`config.mk`:
```
export PLATFORM = sky130hd
export DESIGN_NAME = int8_zero_skip_pair_feeder
export DESIGN_NICKNAME = d
export VERILOG_FILES = /design/src/rtl/int8_zero_skip_pair_feeder.sv
export SDC_FILE = /design/constraint.sdc
export NUM_CORES = 1
export LEC_CHECK = 0
export ABC_AREA = 1
export CAP_MARGIN = 15
export CORE_ASPECT_RATIO = 0.75
export CORE_MARGIN = 2
export CORE_UTILIZATION = 25
export CTS_BUF_LIST = sky130_fd_sc_hd__clkbuf_8
export CTS_CLUSTER_SIZE = 8
export DETAILED_ROUTE_END_ITERATION = 10
export RECOVER_POWER = 25
export SLEW_MARGIN = 25
export SYNTH_ARGS = -nofsm -noshare
export SYNTH_HDL_FRONTEND = slang
export SYNTH_SLANG_ARGS = --single-unit
```
`constraint.sdc`:
```
create_clock -name clk -period 2.8 [get_ports clk]
set_input_delay 0.42 -clock clk [delete_from_list [all_inputs] [get_ports clk]]
set_output_delay 0.42 -clock clk [all_outputs]
set_load 0.02 [all_outputs]
```
`src/rtl/int8_zero_skip_pair_feeder.sv`:
```
// Zero-skip compactor feeding the dual-lane int8 MAC: CLEAR, RUN, optional FLUSH, TERM per vector.
// Define FEEDER_STATS_EN to expose the per-vector skip count (stat_skip_count / stat_valid).
module int8_zero_skip_pair_feeder #(
  parameter int unsigned CNT_WIDTH        = 16,
  parameter bit          SKIP_ZERO_WEIGHT = 1'b1,
  parameter bit          SKIP_ZERO_ACT    = 1'b1
) (
  input  logic                 clk,
  input  logic                 rst,
  input  logic                 s_valid,
  output logic                 s_ready,
  input  logic [7:0]           s_weight0,
  input  logic [7:0]           s_act0,
  input  logic [7:0]           s_weight1,
  input  logic [7:0]           s_act1,
  input  logic                 s_keep1,
  input  logic                 s_last,
  output logic                 clear_acc,
  output logic                 valid0,
  output logic                 valid1,
  output logic                 last0,
  output logic                 last1,
  output logic [7:0]           weight0,
  output logic [7:0]           weight1,
  output logic [7:0]           act0,
  output logic [7:0]           act1
`ifdef FEEDER_STATS_EN
  ,
  output logic [CNT_WIDTH-1:0] stat_skip_count,
  output logic                 stat_valid
`endif
);

  typedef enum logic [1:0] {ST_CLEAR, ST_RUN, ST_FLUSH, ST_TERM} state_t;

  state_t               r_state, w_next;
  logic [15:0]          r_held;
  logic                 r_held_v;
  logic [CNT_WIDTH-1:0] r_cnt;

  logic                 w_accept, w_surv0, w_surv1;
  logic [15:0]          w_e0, w_e1;
  logic [15:0]          w_cand [3];
  logic [1:0]           w_ncand;
  logic [1:0]           w_drop;
  logic [CNT_WIDTH:0]   w_cnt_sum;

  logic                 w_ready_d, w_clear_d, w_v0_d, w_v1_d, w_last0_d;
  logic [15:0]          w_lane0_d, w_lane1_d, w_held_d;
  logic                 w_held_v_d;
  logic [CNT_WIDTH-1:0] w_cnt_d;

  function automatic logic survives(input logic [7:0] w, input logic [7:0] a);
    return !((SKIP_ZERO_WEIGHT && (w == 8'd0)) || (SKIP_ZERO_ACT && (a == 8'd0)));
  endfunction

  // Candidate list in arrival order: held element first, then element 0, then element 1.
  always_comb begin
    w_e0      = {s_weight0, s_act0};
    w_e1      = {s_weight1, s_act1};
    w_surv0   = survives(s_weight0, s_act0);
    w_surv1   = s_keep1 && survives(s_weight1, s_act1);
    w_drop    = {1'b0, !w_surv0} + {1'b0, s_keep1 && !w_surv1};
    w_cnt_sum = {1'b0, r_cnt} + {{(CNT_WIDTH-1){1'b0}}, w_drop};
    w_cand[0] = '0;
    w_cand[1] = '0;
    w_cand[2] = '0;
    w_ncand   = 2'd0;
    if (r_held_v) begin
      w_cand[0] = r_held;
      w_ncand   = 2'd1;
    end
    if (w_surv0) begin
      if (r_held_v) w_cand[1] = w_e0;
      else          w_cand[0] = w_e0;
      w_ncand = w_ncand + 2'd1;
    end
    if (w_surv1) begin
      case (w_ncand)
        2'd0:    w_cand[0] = w_e1;
        2'd1:    w_cand[1] = w_e1;
        default: w_cand[2] = w_e1;
      endcase
      w_ncand = w_ncand + 2'd1;
    end
  end

  assign w_accept = (r_state == ST_RUN) && s_ready && s_valid;

  always_ff @(posedge clk) begin
    if (rst) r_state <= ST_CLEAR;
    else     r_state <= w_next;
  end

  always_comb begin
    w_next     = r_state;
    w_ready_d  = 1'b0;
    w_clear_d  = 1'b0;
    w_v0_d     = 1'b0;
    w_v1_d     = 1'b0;
    w_last0_d  = 1'b0;
    w_lane0_d  = '0;
    w_lane1_d  = '0;
    w_held_d   = r_held;
    w_held_v_d = r_held_v;
    w_cnt_d    = r_cnt;
    case (r_state)
      ST_CLEAR: begin
        w_clear_d  = 1'b1;
        w_held_v_d = 1'b0;
        w_next     = ST_RUN;
      end
      ST_RUN: begin
        // s_ready is registered, so it rises one cycle after entering RUN.
        w_ready_d = 1'b1;
        if (w_accept) begin
          w_cnt_d = w_cnt_sum[CNT_WIDTH] ? '1 : w_cnt_sum[CNT_WIDTH-1:0];
          if (w_ncand >= 2'd2) begin
            w_v0_d     = 1'b1;
            w_v1_d     = 1'b1;
            w_lane0_d  = w_cand[0];
            w_lane1_d  = w_cand[1];
            w_held_d   = w_cand[2];
            w_held_v_d = (w_ncand == 2'd3);
          end else begin
            w_held_d   = w_cand[0];
            w_held_v_d = (w_ncand == 2'd1);
          end
          if (s_last) begin
            w_ready_d = 1'b0;
            w_next    = w_held_v_d ? ST_FLUSH : ST_TERM;
          end
        end
      end
      ST_FLUSH: begin
        w_v0_d     = 1'b1;
        w_lane0_d  = r_held;
        w_held_v_d = 1'b0;
        w_next     = ST_TERM;
      end
      default: begin
        w_v0_d    = 1'b1;
        w_last0_d = 1'b1;
        w_cnt_d   = '0;
        w_next    = ST_CLEAR;
      end
    endcase
  end

  always_ff @(posedge clk) begin
    if (rst) begin
      s_ready   <= 1'b0;
      clear_acc <= 1'b0;
      valid0    <= 1'b0;
      valid1    <= 1'b0;
      last0     <= 1'b0;
      last1     <= 1'b0;
      weight0   <= '0;
      act0      <= '0;
      weight1   <= '0;
      act1      <= '0;
      r_held    <= '0;
      r_held_v  <= 1'b0;
      r_cnt     <= '0;
    end else begin
      s_ready           <= w_ready_d;
      clear_acc         <= w_clear_d;
      valid0            <= w_v0_d;
      valid1            <= w_v1_d;
      last0             <= w_last0_d;
      last1             <= 1'b0;
      {weight0, act0}   <= w_lane0_d;
      {weight1, act1}   <= w_lane1_d;
      r_held            <= w_held_d;
      r_held_v          <= w_held_v_d;
      r_cnt             <= w_cnt_d;
    end
  end

`ifdef FEEDER_STATS_EN
  always_ff @(posedge clk) begin
    if (rst) begin
      stat_skip_count <= '0;
      stat_valid      <= 1'b0;
    end else begin
      stat_valid <= (r_state == ST_TERM);
      if (r_state == ST_TERM) stat_skip_count <= r_cnt;
    end
  end
`endif

endmodule

```
After elaboration in Yosys (flattened, before gate mapping)
Cells that the tools add are included.
{"block": "classes", "add_sub_neg": 2, "order_cmp": 1, "n_eq_ne": 7, "mux": 31, "n_bitwise": 3, "n_reduce_logical": 21}
{"op": "$mux 16", "n": 9}
{"op": "$mux 48", "n": 1}
{"op": "$logic_not 8->1", "n": 4}
{"op": "$mux 32", "n": 1}
{"op": "$pmux 16 s2", "n": 1}
{"op": "$mux 1", "n": 12}
{"op": "$mux 2", "n": 4}
{"op": "$eq 2x1->1 const B", "n": 3}
{"op": "$pmux 2 s3", "n": 1}
{"op": "$reduce_and 2->1", "n": 3}
{"op": "$reduce_or 2->1", "n": 3}
{"op": "$eq 2x2->1 const B", "n": 2}
{"op": "$logic_not 2->1", "n": 2}
{"op": "$ne 2x2->1 const B", "n": 2}
{"op": "$pmux 1 s2", "n": 2}
{"op": "$reduce_or 4->1", "n": 1}
{"op": "$logic_and 1x1->1", "n": 3}
{"op": "$not 1->1", "n": 3}
{"op": "$reduce_or 3->1", "n": 1}
{"op": "$add 1x1->2 const B", "n": 1}
{"op": "$add 2x1->2 const B", "n": 1}
{"op": "$ge 2x2->1 const B", "n": 1}
{"op": "$logic_or 1x1->1", "n": 2}
{"op": "$reduce_bool 2->1", "n": 1}
{"op": "$logic_not 1->1", "n": 1}
{"block": "totals", "register_bits": 56, "output_inout_bits": 38, "wordCells": 77}

Longest topological paths before layout
{"block": "logic_depth", "ltp_word": 13, "mapped_depth": 16, "mapped_depth_nobuf": 12}

Worst setup path after synthesis
No wires, ideal clock.
{"block": "synth_timing", "path_type": "input -> register", "start": "in s_act0[2]", "end": "reg valid0", "arrival_ps": 2382, "slack_ps": 297, "stages": 14, "path_buffers": 4, "cell_sequence": "nor2_1 -> nand4_1 -> and2_1 -> buf_2 -> buf_2 -> inv_1 -> ha_1 -> clkbuf_1 -> nand3_2 -> nand2_4 -> nor2_8 -> nand2_4 -> buf_6 -> o31ai_1"}
{"block": "synth_between", "elab_chain_cells": 9}
{"element": "from (decl)", "line_no": "13", "source": "input logic [7:0] s_act0,"}
{"element": "$logic_not 8->1 (*)", "line_no": "54", "source": "return !((SKIP_ZERO_WEIGHT && (w == 8'd0)) || (SKIP_ZERO_ACT && (a == 8'd0)));"}
{"element": "$logic_or 1x1->1 (*)", "line_no": "54"}
{"element": "$mux 2 (*)", "line_no": "73", "source": "if (w_surv0) begin"}
{"element": "$add 2x1->2", "line_no": "84", "source": "w_ncand = w_ncand + 2'd1;"}
{"element": "$mux 2 (*)", "line_no": "78", "source": "if (w_surv1) begin"}
{"element": "$ge 2x2->1 (*)", "line_no": "118", "source": "if (w_ncand >= 2'd2) begin"}
{"element": "$mux 1 (*)", "line_no": "118"}
{"element": "$mux 1 (*)", "line_no": "116", "source": "if (w_accept) begin"}
{"element": "$pmux 1 s2 (*)", "line_no": "107", "source": "case (r_state)"}
{"element": "to (signal assigned)", "line_no": "168", "source": "valid0 <= w_v0_d;"}
{"element": "to (decl)", "line_no": "19", "source": "output logic valid0,"}
Every way passes the cells marked *; elsewhere a longest branch is shown, timed or not.
A chain may end at the register's enable or synchronous reset.

Final worst setup path
{"block": "layout_timing", "start": "in s_weight0[2]", "end": "reg weight1[4]"}
{"block": "layout_between", "elab_chain_cells": 8}
{"element": "from (decl)", "line_no": "12", "source": "input logic [7:0] s_weight0,"}
{"element": "$logic_not 8->1 (*)", "line_no": "54"}
{"element": "$logic_or 1x1->1 (*)", "line_no": "54"}
{"element": "$mux 2", "line_no": "73"}
{"element": "$add 2x1->2", "line_no": "84"}
{"element": "$mux 2", "line_no": "78"}
{"element": "$ge 2x2->1", "line_no": "118"}
{"element": "$not 1->1 (no line)"}
{"element": "$reduce_or 4->1 (no line)"}
{"element": "to (signal assigned)", "line_no": "173", "source": "{weight1, act1} <= w_lane1_d;"}
{"element": "to (decl)", "line_no": "24", "source": "output logic [7:0] weight1,"}
Marks and branches as above.

==> flow_metrics.py <==
metrics = {
    "status": {
        "outcome": "completed",
    },
    "finish": {
        "layout-area-overhead-vs-synth_pct": 32.4,
        "final_cell_mix": "sky130_fd_sc_hd__nand2_1, sky130_fd_sc_hd__inv_1, sky130_fd_sc_hd__dfxtp_1",
        "multi_input_combinational_cell_area_sq_um": 1650,
        "post_route_cell_area_sq_um": 4190,
        "layout.nets": 616,
        "leading_cell_type_in_the_layout_fill_and_taps_excluded": "sky130_fd_sc_hd__nand2_1",
        "drive_above_1_share_pct": 5.40,
        "final_cells": 740,
        "antenna_cells_inserted": 0,
        "filler_cell_count": 1306,
        "regArea_sq_um": 1120,
    },
    "floorplanning": {
        "die_h_um": 101,
        "rows": 35,
        "boundary_pins": 75,
        "floorplan.initialDensity_pct": 25.7,
        "fp.dieW_um": 134,
        "coreArea_sq_um": 12300,
        "design.die.area_sq_um": 13600,
    },
    "global_route": {
        "grt_overflow_total": 0,
        "groute.usage.overall_pct": 15.6,
        "maximum_number_of_pins_on_one_net_before_global_route_repair": 43,
        "antenna_found_initial": 0,
        "grt_pass1_vias": 3286,
        "grt_pass1_wl_mm": 16.7,
    },
    "placement": {
        "post_dp_cell_area_sq_um": 4100,
        "detailedPlacementHpwl_mm": 7.68,
        "placed_cells": 732,
        "dp_slack_ns": 0.190,
        "port_buffers": 73,
        "gp_routability_congestion": 0.859,
    },
    "clock_network": {
        "cts-buffers-inserted": 5,
        "post-cts-setup-buffers": 0,
        "cts_tree": "done",
        "cts_hold_buffers": 0,
        "clock_latency_ns": 0.33,
        "clock_sinks": 56,
        "cts_max_level": 2,
        "clkTransAtPathRegs_ns": 0.10,
        "ctsLongestPathBuffers": 2,
        "number_of_cells_upsized_or_downsized_after_cts": 0,
        "clockRootBuffer": "sky130_fd_sc_hd__clkbuf_8",
    },
    "timing": {
        "finalHoldViolCount": 0,
        "max_freq_mhz": 438,
        "final.hold.worst_slack_ns": 0.484,
        "fin_crit_ns": 2.28,
        "skew_ns": 0.0139,
        "slew_headroom_pct": 45.2,
        "fin_ws_ns": 0.519,
        "setup_viol": 0,
        "least_margin_pin_slew_ns": 0.821,
        "grt_setup_unrepaired": "no",
        "slew_violations": 0,
        "setup-tns-final_ns": 0,
        "timing.final.crit_share_pct": 81.5,
    },
    "yosys": {
        "synthesis.area_sq_um": 3160,
        "synth.yosys.seq_area_share_pct": 35.4,
        "synth_warnings": 0,
        "post_synth_inst_count": 507,
        "synth.lib_cells_used.distinct": 23,
        "yosys_register_bits": 56,
        "synth.avg_cell_area_sq_um": 6.24,
        "synth.net_count": 550,
    },
    "routing": {
        "final_antenna_net_count": 0,
        "drt_iter0_markers": 304,
        "drt_first_pass_iters": 5,
        "routed-via-count": 3465,
        "drt-wirelength-per-cell_um": 14.1,
        "wl_mm": 10.4,
        "drc": 0,
        "detail_route.vias_per_cell": 4.68,
    },
    "power": {
        "pwr_density_nw_per_um2": 429,
        "total_leakage_power_nw": 2.05,
        "vdd_ir_drop_max_uv": 208,
    },
    "setup_path": {
        "critPathRequiredTime_ns": 3.06,
        "crit_path_end_kind": "flip-flop",
        "critical_path.startpoint_type": "input port",
        "critPathArrivalTime_ns": 2.54,
        "critPathKind": "input port to flip-flop",
        "reg2reg_depth": 7,
        "critical_path.max_fanout": 18,
    },
    "flow_run": {
        "cap_violations": 0,
    },
    "min_path": {
        "min_delay_path_depth": 2,
        "hold_path.class": "flip-flop to flip-flop",
    },
}
## critical path: stages
cell and delay, ns:
sky130_fd_sc_hd__clkdlybuf4s50_1 0.51, sky130_fd_sc_hd__inv_1 0.07, sky130_fd_sc_hd__nand2_1 0.07, sky130_fd_sc_hd__nor2_1 0.06, sky130_fd_sc_hd__nand2_1 0.09, sky130_fd_sc_hd__and2_1 0.15
sky130_fd_sc_hd__inv_1 0.05, sky130_fd_sc_hd__ha_1 0.21, sky130_fd_sc_hd__nand3_2 0.18, sky130_fd_sc_hd__nand2_4 0.10, sky130_fd_sc_hd__nor2_8 0.26, sky130_fd_sc_hd__nand2_4 0.20
sky130_fd_sc_hd__nor2_1 0.17
## synthesized netlist by cell type
library cell	count	area [sq um]
sky130_fd_sc_hd__nand2_1	144	541
sky130_fd_sc_hd__buf_6	3	33.8
sky130_fd_sc_hd__buf_4	1	7.51
sky130_fd_sc_hd__nand3_2	2	20.0
sky130_fd_sc_hd__nand4_1	17	106
sky130_fd_sc_hd__buf_2	4	20.0
sky130_fd_sc_hd__o221ai_1	1	8.76
sky130_fd_sc_hd__clkbuf_1	23	86.3
sky130_fd_sc_hd__nor2_1	53	199
sky130_fd_sc_hd__nor2_4	1	11.3
sky130_fd_sc_hd__ha_1	6	75.1
sky130_fd_sc_hd__nand3_1	37	185
sky130_fd_sc_hd__o31ai_1	1	7.51
sky130_fd_sc_hd__nand2_4	2	22.5
sky130_fd_sc_hd__nor2_8	1	20.0
sky130_fd_sc_hd__a21oi_1	35	175
sky130_fd_sc_hd__inv_1	64	240
sky130_fd_sc_hd__and2_1	3	18.8
sky130_fd_sc_hd__conb_1	1	3.75
sky130_fd_sc_hd__o21ai_0	50	250
sky130_fd_sc_hd__dfxtp_1	56	1120
sky130_fd_sc_hd__buf_1	1	3.75
sky130_fd_sc_hd__nand2_2	1	6.26
## logic make-up (layout without fill, tap and decap cells)
logic type,count (synthesis),after routing,share of synthesized area [%]
compound gates,87,87,14.0
fa+ha+maj,6,6,2.37
buf+inv,96,163,12.4
flops,56,56,35.4
other cells,1,1,0.119
simple gates,261,261,35.7
## metal layers
layer / global-route usage [%] / wire length, um / up-vias
met5: 0 / 0 / -
met4: 4.09 / 101 / 0
met3: 3.45 / 868 / 13
met2: 25.4 / 4610 / 164
met1: 21.1 / 4860 / 1557
li1: - / - / 1731
## path summary, 6_finish.rpt
path,from,end,slack [ns]
setup / recovery,s_weight0[2],weight1[4]$_SDFF_PP0_,0.52
setup reg to reg,r_held_v$_SDFFE_PP0P_,weight1[4]$_SDFF_PP0_,0.96
hold reg to reg,r_held[12]$_SDFFE_PP0P_,weight0[4]$_SDFF_PP0_,0.48
hold / removal,r_held[12]$_SDFFE_PP0P_,weight0[4]$_SDFF_PP0_,0.48
## sequential cells by signal, summed over array words and instances (netlist names)
name,flops
r_held,16
act0,8
act1,8
weight0,8
weight1,8
r_state,2
clear_acc,1
last0,1
r_held_v,1
s_ready,1
valid0,1
valid1,1
## cell type report
cell class / instances / share of cell area [%]
multi-input combinational: 355 / 39.4
sequential: 56 / 26.8
timing repair buffer: 91 / 21.0
inverter: 64 / 5.74
tap: 166 / 4.96
clock buffer: 6 / 1.97
clock inverter: 2 / 0.179
## power breakdown
part / total [mW] / internal, mW / switching (mW)
Combinational: 0.465 / 0.172 / 0.293
Sequential: 0.859 / 0.834 / 0.0250
Clock: 0.471 / 0.196 / 0.275
## metrics by stage
step / util (%) / power, mW
5_1_grt: 34.0 / 1.90
3_5_place_dp: 33.3 / 1.34
3_3_place_gp: 33.3 / 1.33
2_1_floorplan: - / 1.14
4_1_cts: 34.0 / 1.81
6_report: 34.0 / 1.80
Power figures use the tool's default switching activity.
